--- src/rtl/nmix_pkg.sv ---
// Shared types and helpers for the NMIX stream mixer (optional inverse mode: NMIX_INV_EN).
package nmix_pkg;

    typedef enum logic [1:0] {StIdle, StRun, StDone} nmix_state_e;

    localparam int unsigned NMIX_MIN_WIDTH = 3;

    // Slice-index width; at least 1 bit so a single-slice build still has a counter.
    function automatic int unsigned idx_width(input int unsigned width, input int unsigned bpc);
        int unsigned n;
        n = width / bpc;
        return (n > 1) ? $clog2(n) : 1;
    endfunction

endpackage

--- src/rtl/nmix_slice.sv ---
// Combinational BPC-bit NMIX slice; the carry and previous-bit pipes ripple LSB to MSB.
// Inverse recovery is generated only when NMIX_INV_EN is defined.
module nmix_slice
    import nmix_pkg::*;
#(
    parameter int unsigned BPC = 1
) (
    input  logic [BPC-1:0] i_x,
    input  logic [BPC-1:0] i_r,
    input  logic           i_inv,
    input  logic           i_c,
    input  logic           i_xp1,
    input  logic           i_xp2,
    input  logic           i_rp1,
    input  logic           i_rp2,
    output logic [BPC-1:0] o_y,
    output logic           o_c,
    output logic           o_xp1,
    output logic           o_xp2,
    output logic           o_rp1,
    output logic           o_rp2
);

    logic w_c, w_xp1, w_xp2, w_rp1, w_rp2, w_bit, w_xe;

`ifndef NMIX_INV_EN
    logic w_unused_inv;
    assign w_unused_inv = i_inv;
`endif

    always_comb begin
        w_c   = i_c;
        w_xp1 = i_xp1;
        w_xp2 = i_xp2;
        w_rp1 = i_rp1;
        w_rp2 = i_rp2;
        w_bit = 1'b0;
        w_xe  = 1'b0;
        o_y   = '0;
        for (int i = 0; i < int'(BPC); i++) begin
            w_bit  = i_x[i] ^ i_r[i] ^ (w_xp1 & w_xp2) ^ (w_rp1 & w_rp2) ^ w_c;
            o_y[i] = w_bit;
            w_xe   = i_x[i];
`ifdef NMIX_INV_EN
            // In inverse mode the carry and X pipe follow the recovered bit.
            if (i_inv) w_xe = w_bit;
`endif
            w_c   = w_c ^ (w_xe & i_r[i]);
            w_xp2 = w_xp1;
            w_xp1 = w_xe;
            w_rp2 = w_rp1;
            w_rp1 = i_r[i];
        end
        o_c   = w_c;
        o_xp1 = w_xp1;
        o_xp2 = w_xp2;
        o_rp1 = w_rp1;
        o_rp2 = w_rp2;
    end

endmodule

--- src/rtl/nmix_stream.sv ---
// Handshaked NMIX mixer: accepts (X,R), produces Y after WIDTH/BPC cycles.
// Define NMIX_INV_EN to latch in_inv and enable per-operand inverse mode.
module nmix_stream
    import nmix_pkg::*;
#(
    parameter int unsigned WIDTH = 32,
    parameter int unsigned BPC   = 1
) (
    input  logic             clk,
    input  logic             reset,
    input  logic             in_valid,
    output logic             in_ready,
    input  logic [WIDTH-1:0] X,
    input  logic [WIDTH-1:0] R,
    input  logic             in_inv,
    output logic             out_valid,
    input  logic             out_ready,
    output logic [WIDTH-1:0] Y,
    output logic             busy
);

    localparam int unsigned   NSlices = WIDTH / BPC;
    localparam int unsigned   IdxW    = idx_width(WIDTH, BPC);
    localparam logic [IdxW-1:0] LastIdx = IdxW'(NSlices - 1);

    if (WIDTH < NMIX_MIN_WIDTH || (WIDTH % BPC) != 0) begin : g_bad_cfg
        $error("nmix_stream: WIDTH must be >= 3 and a multiple of BPC");
    end

    nmix_state_e       r_state, w_state_nxt;
    logic              r_started, w_accept, w_inv;
    logic [IdxW-1:0]   r_idx;
    logic              r_c, r_xp1, r_xp2, r_rp1, r_rp2;
    logic [WIDTH-1:0]  r_x, r_r, r_y;
    logic [BPC-1:0]    w_y;
    logic              w_c, w_xp1, w_xp2, w_rp1, w_rp2;

`ifdef NMIX_INV_EN
    logic r_inv;
    assign w_inv = r_inv;
`else
    logic w_unused_inv;
    assign w_unused_inv = in_inv;
    assign w_inv        = 1'b0;
`endif

    always_ff @(posedge clk or negedge reset) begin
        if (!reset) r_state <= StIdle;
        else        r_state <= w_state_nxt;
    end

    always_comb begin
        w_state_nxt = r_state;
        in_ready    = 1'b0;
        out_valid   = 1'b0;
        busy        = 1'b0;
        w_accept    = 1'b0;
        unique case (r_state)
            StIdle: begin
                in_ready = r_started;
                w_accept = in_valid & r_started;
                if (w_accept) w_state_nxt = StRun;
            end
            StRun: begin
                busy = 1'b1;
                if (r_idx == LastIdx) w_state_nxt = StDone;
            end
            StDone: begin
                out_valid = 1'b1;
                if (out_ready) w_state_nxt = StIdle;
            end
            default: w_state_nxt = StIdle;
        endcase
    end

    // Operands shift down so the current slice always sits at bit 0.
    nmix_slice #(.BPC(BPC)) u_slice (
        .i_x   (r_x[BPC-1:0]),
        .i_r   (r_r[BPC-1:0]),
        .i_inv (w_inv),
        .i_c   (r_c),
        .i_xp1 (r_xp1),
        .i_xp2 (r_xp2),
        .i_rp1 (r_rp1),
        .i_rp2 (r_rp2),
        .o_y   (w_y),
        .o_c   (w_c),
        .o_xp1 (w_xp1),
        .o_xp2 (w_xp2),
        .o_rp1 (w_rp1),
        .o_rp2 (w_rp2)
    );

    always_ff @(posedge clk or negedge reset) begin
        if (!reset) begin
            r_started <= 1'b0;
            r_idx     <= '0;
            r_c       <= 1'b0;
            r_xp1     <= 1'b0;
            r_xp2     <= 1'b0;
            r_rp1     <= 1'b0;
            r_rp2     <= 1'b0;
            r_x       <= '0;
            r_r       <= '0;
            r_y       <= '0;
`ifdef NMIX_INV_EN
            r_inv     <= 1'b0;
`endif
        end else begin
            r_started <= 1'b1;
            if (w_accept) begin
                r_idx <= '0;
                r_c   <= 1'b0;
                r_xp1 <= 1'b0;
                r_xp2 <= 1'b0;
                r_rp1 <= 1'b0;
                r_rp2 <= 1'b0;
                r_x   <= X;
                r_r   <= R;
                r_y   <= '0;
`ifdef NMIX_INV_EN
                r_inv <= in_inv;
`endif
            end else if (r_state == StRun) begin
                r_idx <= r_idx + 1'b1;
                r_c   <= w_c;
                r_xp1 <= w_xp1;
                r_xp2 <= w_xp2;
                r_rp1 <= w_rp1;
                r_rp2 <= w_rp2;
                r_x   <= r_x >> BPC;
                r_r   <= r_r >> BPC;
                for (int s = 0; s < int'(NSlices); s++) begin
                    if (r_idx == IdxW'(s)) r_y[s*BPC +: BPC] <= w_y;
                end
            end
        end
    end

    assign Y = r_y;

endmodule

--- config.mk ---
export PLATFORM = sky130hd
export DESIGN_NAME = nmix_stream
export DESIGN_NICKNAME = d
export VERILOG_FILES = /design/src/rtl/nmix_pkg.sv /design/src/rtl/nmix_slice.sv /design/src/rtl/nmix_stream.sv
export SDC_FILE = /design/constraint.sdc
export NUM_CORES = 1
export LEC_CHECK = 0
export BUFFER_PORTS_ARGS = -buffer_cell sky130_fd_sc_hd__buf_2
export CAP_MARGIN = 15
export CORE_MARGIN = 2
export CORE_UTILIZATION = 50
export CTS_CLUSTER_DIAMETER = 120
export CTS_CLUSTER_SIZE = 16
export DETAILED_ROUTE_END_ITERATION = 8
export PLACE_DENSITY = 0.89
export SLEW_MARGIN = 25
export SYNTH_ARGS = -nofsm -noshare
export SYNTH_HDL_FRONTEND = slang
export SYNTH_SLANG_ARGS = --single-unit
--- constraint.sdc ---
create_clock -name clk -period 1.7 [get_ports clk]
set_input_delay 0 -clock clk [delete_from_list [all_inputs] [get_ports clk]]
set_output_delay 0 -clock clk [all_outputs]
set_load 0.1 [all_outputs]
* Word-level counts from Yosys, hierarchy flattened
Cells that the tools add are included.
Word-level totals: flip-flop bits (word level) 109, input bits 69, output and inout bits 35, word-level logic and storage cells 214
Cells by class: add/subtract/negate cells 1, eq/ne operators 36, multiplexer cells 58, bitwise operators 9, reductions and logical operators 68
Operator list (number):
- $mux 32 | 6
- $eq 5x5->1 const B | 16
- $reduce_bool 2->1 | 33
- $reduce_and 2->1 | 32
- $mux 1 | 46
- $eq 5x4->1 const B | 8
- $eq 5x3->1 const B | 4
- $eq 5x2->1 const B | 2
- $mux 5 | 2
- $mux 2 | 3
- $ne 2x2->1 const B | 3
- $pmux 2 s3 | 1
- $add 5x1->5 const B | 1
- $eq 5x1->1 const B | 1
- $logic_not 5->1 | 1
- $xor 1x1->1 | 5
- $and 1x1->1 | 4
- $reduce_and 3->1 | 1
- $eq 2x1->1 const B | 1
- $eq 2x2->1 const B | 1
- $logic_not 2->1 | 1

* Longest topological paths before layout
Gate-level depths: netlist of run 1.
word-level depth 7, gate-level depth with buffers 7, mapped depth without buffers 5

* By module
Synthesis of run 1 repeated with hierarchy kept, for this count alone.
Second synthesis, totals: cells, all modules 577, area total of the unflattened synthesis 5230.0 um^2
Modules (own cells, without submodules):
- nmix_stream | instances 1, cells an instance 567, area each 5139.9 um^2, seq. area each 2727.6 um^2
- nmix_slice | instances 1, cells an instance 10, area each 90.1 um^2, seq. area each 0.0 um^2

* Worst setup path after synthesis of run 1
No wires, ideal clock.
path type reg2out, start point register r_state[1], end point output in_ready, arrival time 2.798 ns, required time 1.700 ns, setup slack -1.098 ns, cell stages (with the launch flop) 3, path buffers 1, path through dfrtp_1 -> clkbuf_2 -> nor3b_1
On the way: cells in the longest elaborated chain, start to end 2
RTL lines:
- start: declaration | RTL line nmix_stream.sv:30 | nmix_state_e r_state, w_state_nxt;
- start signal: assignment | RTL line nmix_stream.sv:48 | if (!reset) r_state <= StIdle;
- start signal: assignment | RTL line nmix_stream.sv:49 | else r_state <= w_state_nxt;
- $logic_not 2->1 | RTL line nmix_stream.sv:58 | unique case (r_state)
- $mux 1 | RTL line nmix_stream.sv:58
- end: declaration | RTL line nmix_stream.sv:12 | output logic in_ready,
Every way passes these cells.

* Worst setup path after layout of run 1
start point register r_idx[0], end point register r_y[14] (netlist: Y[14])
On the way: cells in the longest elaborated chain, start to end 3
RTL lines:
- start: declaration | RTL line nmix_stream.sv:32 | logic [IdxW-1:0] r_idx;
- start signal: assignment | RTL line nmix_stream.sv:125 | r_idx <= r_idx + 1'b1;
- $eq 5x4->1 | RTL line nmix_stream.sv:134 | if (r_idx == IdxW'(s)) r_y[s*BPC +: BPC] <= w_y;
- $reduce_bool 2->1 (no source line)
- $reduce_and 2->1 (no source line)
- end signal: indexed assignment | RTL line nmix_stream.sv:134
- end: declaration | RTL line nmix_stream.sv:34 | logic [WIDTH-1:0] r_x, r_r, r_y;
Every way passes these cells. A chain may end at the register's enable or synchronous reset.

==> results of run 1 <==
==> worst min path at each step <==
| stage | startpoint | end | slack [ns] | cells past startpoint |
|---|---|---|---|---|
| 2_1_floorplan | reset | Y[0] | -0.30 | 0 |
| 3_3_place_gp | reset | r_r[31] | -0.11 | 1 |
| 3_5_place_dp | reset | r_r[31] | -0.11 | 1 |
| 4_1_cts | reset | r_r[31] | 0.04 | 2 |
| 5_1_grt | reset | r_r[0] | 0.06 | 2 |
| 6_report | reset | r_r[31] | 0.05 | 2 |
==> per-layer routing <==
metal / GRT usage (%) / routed length [µm] / vias up
li1: - / - / 2234
met1: 31.6 / 5370 / 2297
met2: 40.0 / 6790 / 234
met3: 4.55 / 777 / 33
met4: 9.33 / 324 / 0
met5: 0 / 0 / -
==> final cells by class <==
class                           instances  share of cell area [%]
Multi-Input combinational cell        382                    31.7
Timing Repair Buffer                  200                    22.3
Sequential cell                       109                    39.9
Inverter                                5                   0.311
Clock buffer                            9                    1.81
Tap cell                              133                    2.44
Clock inverter                          7                    1.50
==> cells by family (layout without fill, tap and decap cells) <==
family                   count (synthesis)  after routing  synth area share (%)
buffers and inverters                   60            221                  5.58
AND/OR/NAND/NOR                        236            236                  20.0
flip-flops                             109            109                  53.6
adder cells (fa/ha/maj)                  7              7                  1.72
multiplexers                             2              2                 0.418
XOR/XNOR                                 4              4                 0.984
other                                    1              1                0.0737
AO/OA/AOI/OAI                          132            132                  17.6
==> stage by stage <==
stage	power, mW	worst slack, ns	utilization, %	cells	hold WS (ns)
floorplan	10.4	0.00151	-	551	-0.296
global placement	11.6	0.0502	59.1	755	-0.111
detailed placement	11.9	-0.0579	59.1	755	-0.111
CTS	13.8	-0.0373	68.4	838	0.0426
global route	15.0	-0.141	69.6	845	0.0587
finish	14.2	-0.0185	69.6	845	0.0474
==> sequential cells by signal (all words and copies together) (netlist names) <==
name	flops
r_started	1
r_x	32
r_rp2	1
r_idx	5
r_xp1	1
r_rp1	1
r_xp2	1
Y	32
r_r	32
r_state	2
r_c	1
==> cell usage after synthesis (2+ instances only) <==
cell type  number
a211oi_1        2
nor2b_1         4
nand2_1       138
buf_1          10
inv_1           4
and2_1          2
a21oi_1        27
a31oi_1        65
buf_6           4
nor4bb_1        3
clkbuf_1       20
nor2_1         62
buf_2          19
xor2_1          3
a311oi_1       26
and4b_1         4
dfrtp_1       109
ha_1            7
o21ai_0         3
nand3_1        12
a311oi_2        4
and3_1          3
a22oi_1         2
==> critical path, cell delays in order (launching register included) <==
cell      delay, ns
dfrtp_2        0.46
inv_1          0.09
ha_1           0.18
nor4bb_2       0.35
buf_4          0.22
a21oi_1        0.08
a311oi_2       0.25
==> where the power goes <==
| part | switching [mW] | total [mW] | leakage [nW] | internal [mW] |
|---|---|---|---|---|
| Sequential | 0.819 | 4.58 | 1.37 | 3.76 |
| Clock | 0.989 | 1.73 | 0.114 | 0.738 |
| Combinational | 5.48 | 7.88 | 1.72 | 2.41 |
==> what timing repair did <==
item / in CTS / in global routing
resized for setup: 3 / 12
pin swaps: 1 / 2
setup buffers: 1 / 6
endpoints found under the hold margin: 174 / 0
gates cloned: 0 / 1
hold buffers: 66 / 0
setup endpoints to repair: 12 / 26
==> results.json, run 1 <==
{
  "port_buffers": 102,
  "area_growth_pct": 34.4,
  "drt_pre_antenna_iters": 5,
  "hold_class": "input port to asynchronous set/reset pin",
  "setup_viol": 3,
  "grt_max_degree": 80,
  "antenna_cells": 0,
  "r2r_setup_slack_ns": -0.02,
  "p_leak_nw": 3.21,
  "ir_worst_vdd_mv": 1.58,
  "grt_pass1_wl_um": 21600,
  "routedWlPerCell_um": 15.7,
  "p_per_area_nw_per_um2": 2080,
  "stdcell_area_um2": 6830,
  "syn_nets": 627,
  "grt_antenna_before_repair": 0,
  "ys_async_sr_fraction_pct": 100,
  "synth_top_area_share_pct": 53.6,
  "cts_tree": "done",
  "synth_cells": 551,
  "dieWidth_um": 105,
  "register_area_um2": 2730,
  "final_cell_mix": "138 x nand2_1, 107 x dfrtp_1, 100 x buf_2",
  "totalWireLength_um": 13300,
  "r2r_cells": 6,
  "ant_nets": 0,
  "insertion_delay_ns": 0.37,
  "start_util_pct": 51.8,
  "cts-root-buf": "clkbuf_8",
  "fin_ws_ns": -0.0185,
  "rows": 36,
  "max_clock_freq_ghz": 0.582,
  "cp-startpoint": "r_idx[0]",
  "core_um2": 9820,
  "criticalPathCategory": "flip-flop to flip-flop",
  "netlist_area_um2": 5090,
  "track_usage_pct": 24.2,
  "vias": 4798,
  "r2r_start": "r_idx[0]",
  "die-area_um2": 11000,
  "worstSetupEndpointType": "flip-flop",
  "cts-htree-levels": 3,
  "startpoint_type": "flip-flop",
  "path_max_fanout": 7,
  "ys_ff_latch": 109,
  "cp-endpoint": "Y[14]",
  "synth_ff_type": "dfrtp_1",
  "clk_pin_slew_ns": 0.12,
  "ioPinCount": 104,
  "clkSinkCount": 109,
  "die_h_um": 105,
  "fin_setup_tns_ns": -0.0400,
  "yosysTopAreaCell": "dfrtp_1",
  "ys_seq_area_share_pct": 53.6,
  "synth_cell_types": 41,
  "drc": 0,
  "multi_input_area_um2": 2160,
  "yosys_warnings": 0,
  "dpl_cell_area_um2": 5810,
  "period_share_pct": 101,
  "rsz0062_at_grt": "yes",
  "layout-drive-gt1-share_pct": 24.7,
  "dp_hpwl_um": 7660,
  "synth-edff-count": 0,
  "numCtsBuffers": 9,
  "slew_violations": 0,
  "gp_congestion": 0.758,
  "grt_overflow": 0,
  "fillerInstances": 737,
  "status": "complete, but fails checks",
  "period_needed_ns": 1.72,
  "cap_violations": 0,
  "synth.avg_cell_area_um2": 9.23,
  "timing.rr.end": "Y[14]",
  "required_ns": 1.99,
  "grt_pass1_vias": 4605,
  "finalHoldViolCount": 0,
  "drt_iter0_drc": 345,
  "violations": "setup timing",
  "vias_per_cell": 5.68,
  "cts_max_path_buffers": 2,
  "skew_ns": 0.0208,
  "final_common_cell": "nand2_1",
  "synth.area.top_cells": "dfrtp_1 54%, nand2_1 10%, a31oi_1 8.0%, nor2_1 4.6%, a311oi_1 4.5%",
  "worst_ep_arrival_time_ns": 2.01,
  "finalNetCount": 783
}
No activity file was read; power rests on OpenSTA's default activity.
==> run 2: changes to the inputs <==
--- a/config.mk
+++ b/config.mk
@@ -5,6 +5,7 @@
 export SDC_FILE = /design/constraint.sdc
 export NUM_CORES = 1
 export LEC_CHECK = 0
+export ABC_AREA = 1
 export BUFFER_PORTS_ARGS = -buffer_cell sky130_fd_sc_hd__buf_2
 export CAP_MARGIN = 15
 export CORE_MARGIN = 2
@@ -12,7 +13,7 @@
 export CTS_CLUSTER_DIAMETER = 120
 export CTS_CLUSTER_SIZE = 16
 export DETAILED_ROUTE_END_ITERATION = 8
-export PLACE_DENSITY = 0.89
+export PLACE_DENSITY = 0.88
 export SLEW_MARGIN = 25
 export SYNTH_ARGS = -nofsm -noshare
 export SYNTH_HDL_FRONTEND = slang
==> constraint.sdc (replaced) <==
create_clock -name clk -period 1.7 [get_ports clk]
set_input_delay 0 -clock clk [delete_from_list [all_inputs] [get_ports clk]]
set_output_delay 0 -clock clk [all_outputs]
set_load 0.01 [all_outputs]
==> results.json, run 2 <==
{
  "status": "complete, but fails checks",
  "violations": "setup timing",
  "cts-htree-levels": 3,
  "cts-root-buf": "clkbuf_8",
  "vias": 5045,
  "final_common_cell": "dfrtp_1",
  "die-area_um2": 11300,
  "ys_ff_latch": 109,
  "grt_antenna_before_repair": 0,
  "vias_per_cell": 5.54,
  "clk_pin_slew_ns": 0.11,
  "cts_max_path_buffers": 2,
  "path_cells": "nor3b_2 -> buf_4 -> nand3_1 -> dlygate4sd3_1 -> o211ai_1",
  "ant_nets": 0,
  "rsz0062_at_grt": "yes",
  "path_max_fanout": 5,
  "period_needed_ns": 1.71,
  "antenna_cells": 0,
  "final_util_pct": 66.8,
  "totalWireLength_um": 14400,
  "ir_worst_vdd_mv": 1.28,
  "dp_hpwl_um": 7950,
  "path_depth": 5,
  "synth_most_common_cell": "dfrtp_1",
  "rows": 37,
  "p_leak_nw": 3.27,
  "synth_cell_types": 28,
  "setup_viol": 1,
  "place_inst": 821,
  "stdcell_count": 910,
  "finalHoldViolCount": 0,
  "criticalPathCategory": "flip-flop to flip-flop",
  "track_usage_pct": 26.7,
  "fin_ws_ns": -0.0120,
  "grt_pass1_wl_um": 24100,
  "grt_pass1_vias": 5103,
  "layout-drive-gt1-share_pct": 18.5,
  "worstSetupEndpointType": "flip-flop",
  "skew_ns": 0.0137,
  "cp-endpoint": "r_r[0]",
  "final_cell_mix": "109 x dfrtp_1, 101 x buf_2, 95 x o21ai_1",
  "slowest_delay_ns": 0.58,
  "dpl_cell_area_um2": 5870,
  "finalNetCount": 845,
  "ys_seq_area_share_pct": 52.3,
  "crit_slowest_cell": "dlygate4sd3_1",
  "cts_tree": "done",
  "p_int_mw": 6.65,
  "finalPower_mw": 11.3,
  "die_h_um": 106,
  "register_area_um2": 2730,
  "synth_top_area_share_pct": 52.3,
  "required_ns": 1.97,
  "area_growth_pct": 31.2,
  "worst_ep_arrival_time_ns": 1.99,
  "clkSinkCount": 109,
  "cap_violations": 0,
  "switching_share_pct": 41.3,
  "synth_cells": 611,
  "yosys_warnings": 0,
  "cp-startpoint": "r_state[0]",
  "syn_nets": 687,
  "synth-edff-count": 0,
  "startpoint_type": "flip-flop",
  "max_clock_freq_ghz": 0.584,
  "drt_pre_antenna_iters": 5,
  "crit_buf_inv": 2,
  "post-place-ws_ns": 0.179,
  "drc": 0,
  "ioPinCount": 104,
  "stdcell_area_um2": 6840,
  "p_clk_share_pct": 15.9,
  "synth.area.top_cells": "dfrtp_1 52%, o21ai_1 9.0%, o21ai_0 8.5%, inv_1 5.3%, o21bai_1 4.3%",
  "cp_top_family": "buffers and inverters",
  "drt_iter0_drc": 384,
  "fillerInstances": 779,
  "insertion_delay_ns": 0.37,
  "port_buffers": 102,
  "r2r_setup_slack_ns": -0.01,
  "dieWidth_um": 106,
  "p_per_area_nw_per_um2": 1660,
  "synth.avg_cell_area_um2": 8.53,
  "share_seq_of_total_power_pct": 37.6,
  "core_um2": 10200,
  "netlist_top_cells_count": "109 x dfrtp_1, 94 x o21ai_1, 89 x o21ai_0, 74 x inv_1, 54 x nand2_1",
  "gp_congestion": 0.810,
  "r2r_start": "r_state[0]",
  "r2r_cells": 5,
  "start_util_pct": 50.9,
  "routedWlPerCell_um": 15.8,
  "holdWs_ns": 0.0721,
  "grt_max_degree": 83,
  "hold_class": "input port to asynchronous set/reset pin",
  "period_share_pct": 101,
  "multi_input_area_um2": 2000,
  "fin_setup_tns_ns": -0.0120,
  "netlist_area_um2": 5210,
  "switchingPower_mw": 4.69,
  "ys_async_sr_fraction_pct": 100,
  "grt_overflow": 0,
  "timing.rr.end": "r_r[0]",
  "synth_ff_type": "dfrtp_1",
  "p_comb_share_pct": 46.5,
  "slew_violations": 0,
  "numCtsBuffers": 9,
  "yosysTopAreaCell": "dfrtp_1"
}
## run 2: changes by cell type after synthesis, sizes merged, moves of 6 or more
cell	change
clkbuf	-8
o21ai	+179
o21bai	+30
nand2	-83
a21oi	+6
inv	+71
a311oi	-30
nor2	-24
nand3	+8
a31oi	-63
## run 2: layout make-up
class,count,area share [%]
inverter,76,4.17
multi-input combinational,383,29.2
tap,136,2.49
timing repair buffer,190,20.8
sequential,109,39.9
clock inverter,6,1.39
clock buffer,10,2.01
## run 2: power by group through the flow
stage	Sequential, mW	Combinational [mW]	Clock [mW]
after global routing	4.37	5.94	1.93
after global placement	4.21	4.65	0
after CTS	4.23	5.08	1.81
after detailed placement	4.27	4.92	0
after floorplan	4.27	3.40	0
final	4.27	5.27	1.80
## run 2: what timing repair did
action,in CTS,in global routing
setup buffers,0,3
hold buffers,70,0
endpoints found under the hold margin,175,0
resized for setup,0,4
setup endpoints to repair,0,5
## run 2: cell families after synthesis
group	Yosys count	share of synthesized area (%)
AO/OA/AOI/OAI	256	26.3
XOR/XNOR	4	0.672
adder cells (fa/ha/maj)	7	1.68
buffers and inverters	119	9.70
flip-flops	109	52.3
other	1	0.0720
AND/OR/NAND/NOR	115	9.20
## run 2: how the worst min path moves through the flow
stage               startpoint  endpoint  slack (ns)  cells after the start
finish                   reset      Y[0]        0.07                      2
global route             reset      Y[0]         0.1                      2
CTS                      reset      Y[0]        0.06                      2
detailed placement       reset      Y[0]       -0.05                      1
global placement         reset      Y[0]       -0.06                      1
floorplan                reset      Y[0]       -0.30                      0
## run 2: per-layer routing
| layer | GRT usage, % | vias up | routed length [µm] |
|---|---|---|---|
| li1 | - | 2338 | - |
| met1 | 32.1 | 2399 | 5550 |
| met2 | 45.7 | 253 | 7390 |
| met3 | 5.52 | 55 | 922 |
| met4 | 13.2 | 0 | 511 |
| met5 | 0 | - | 0 |
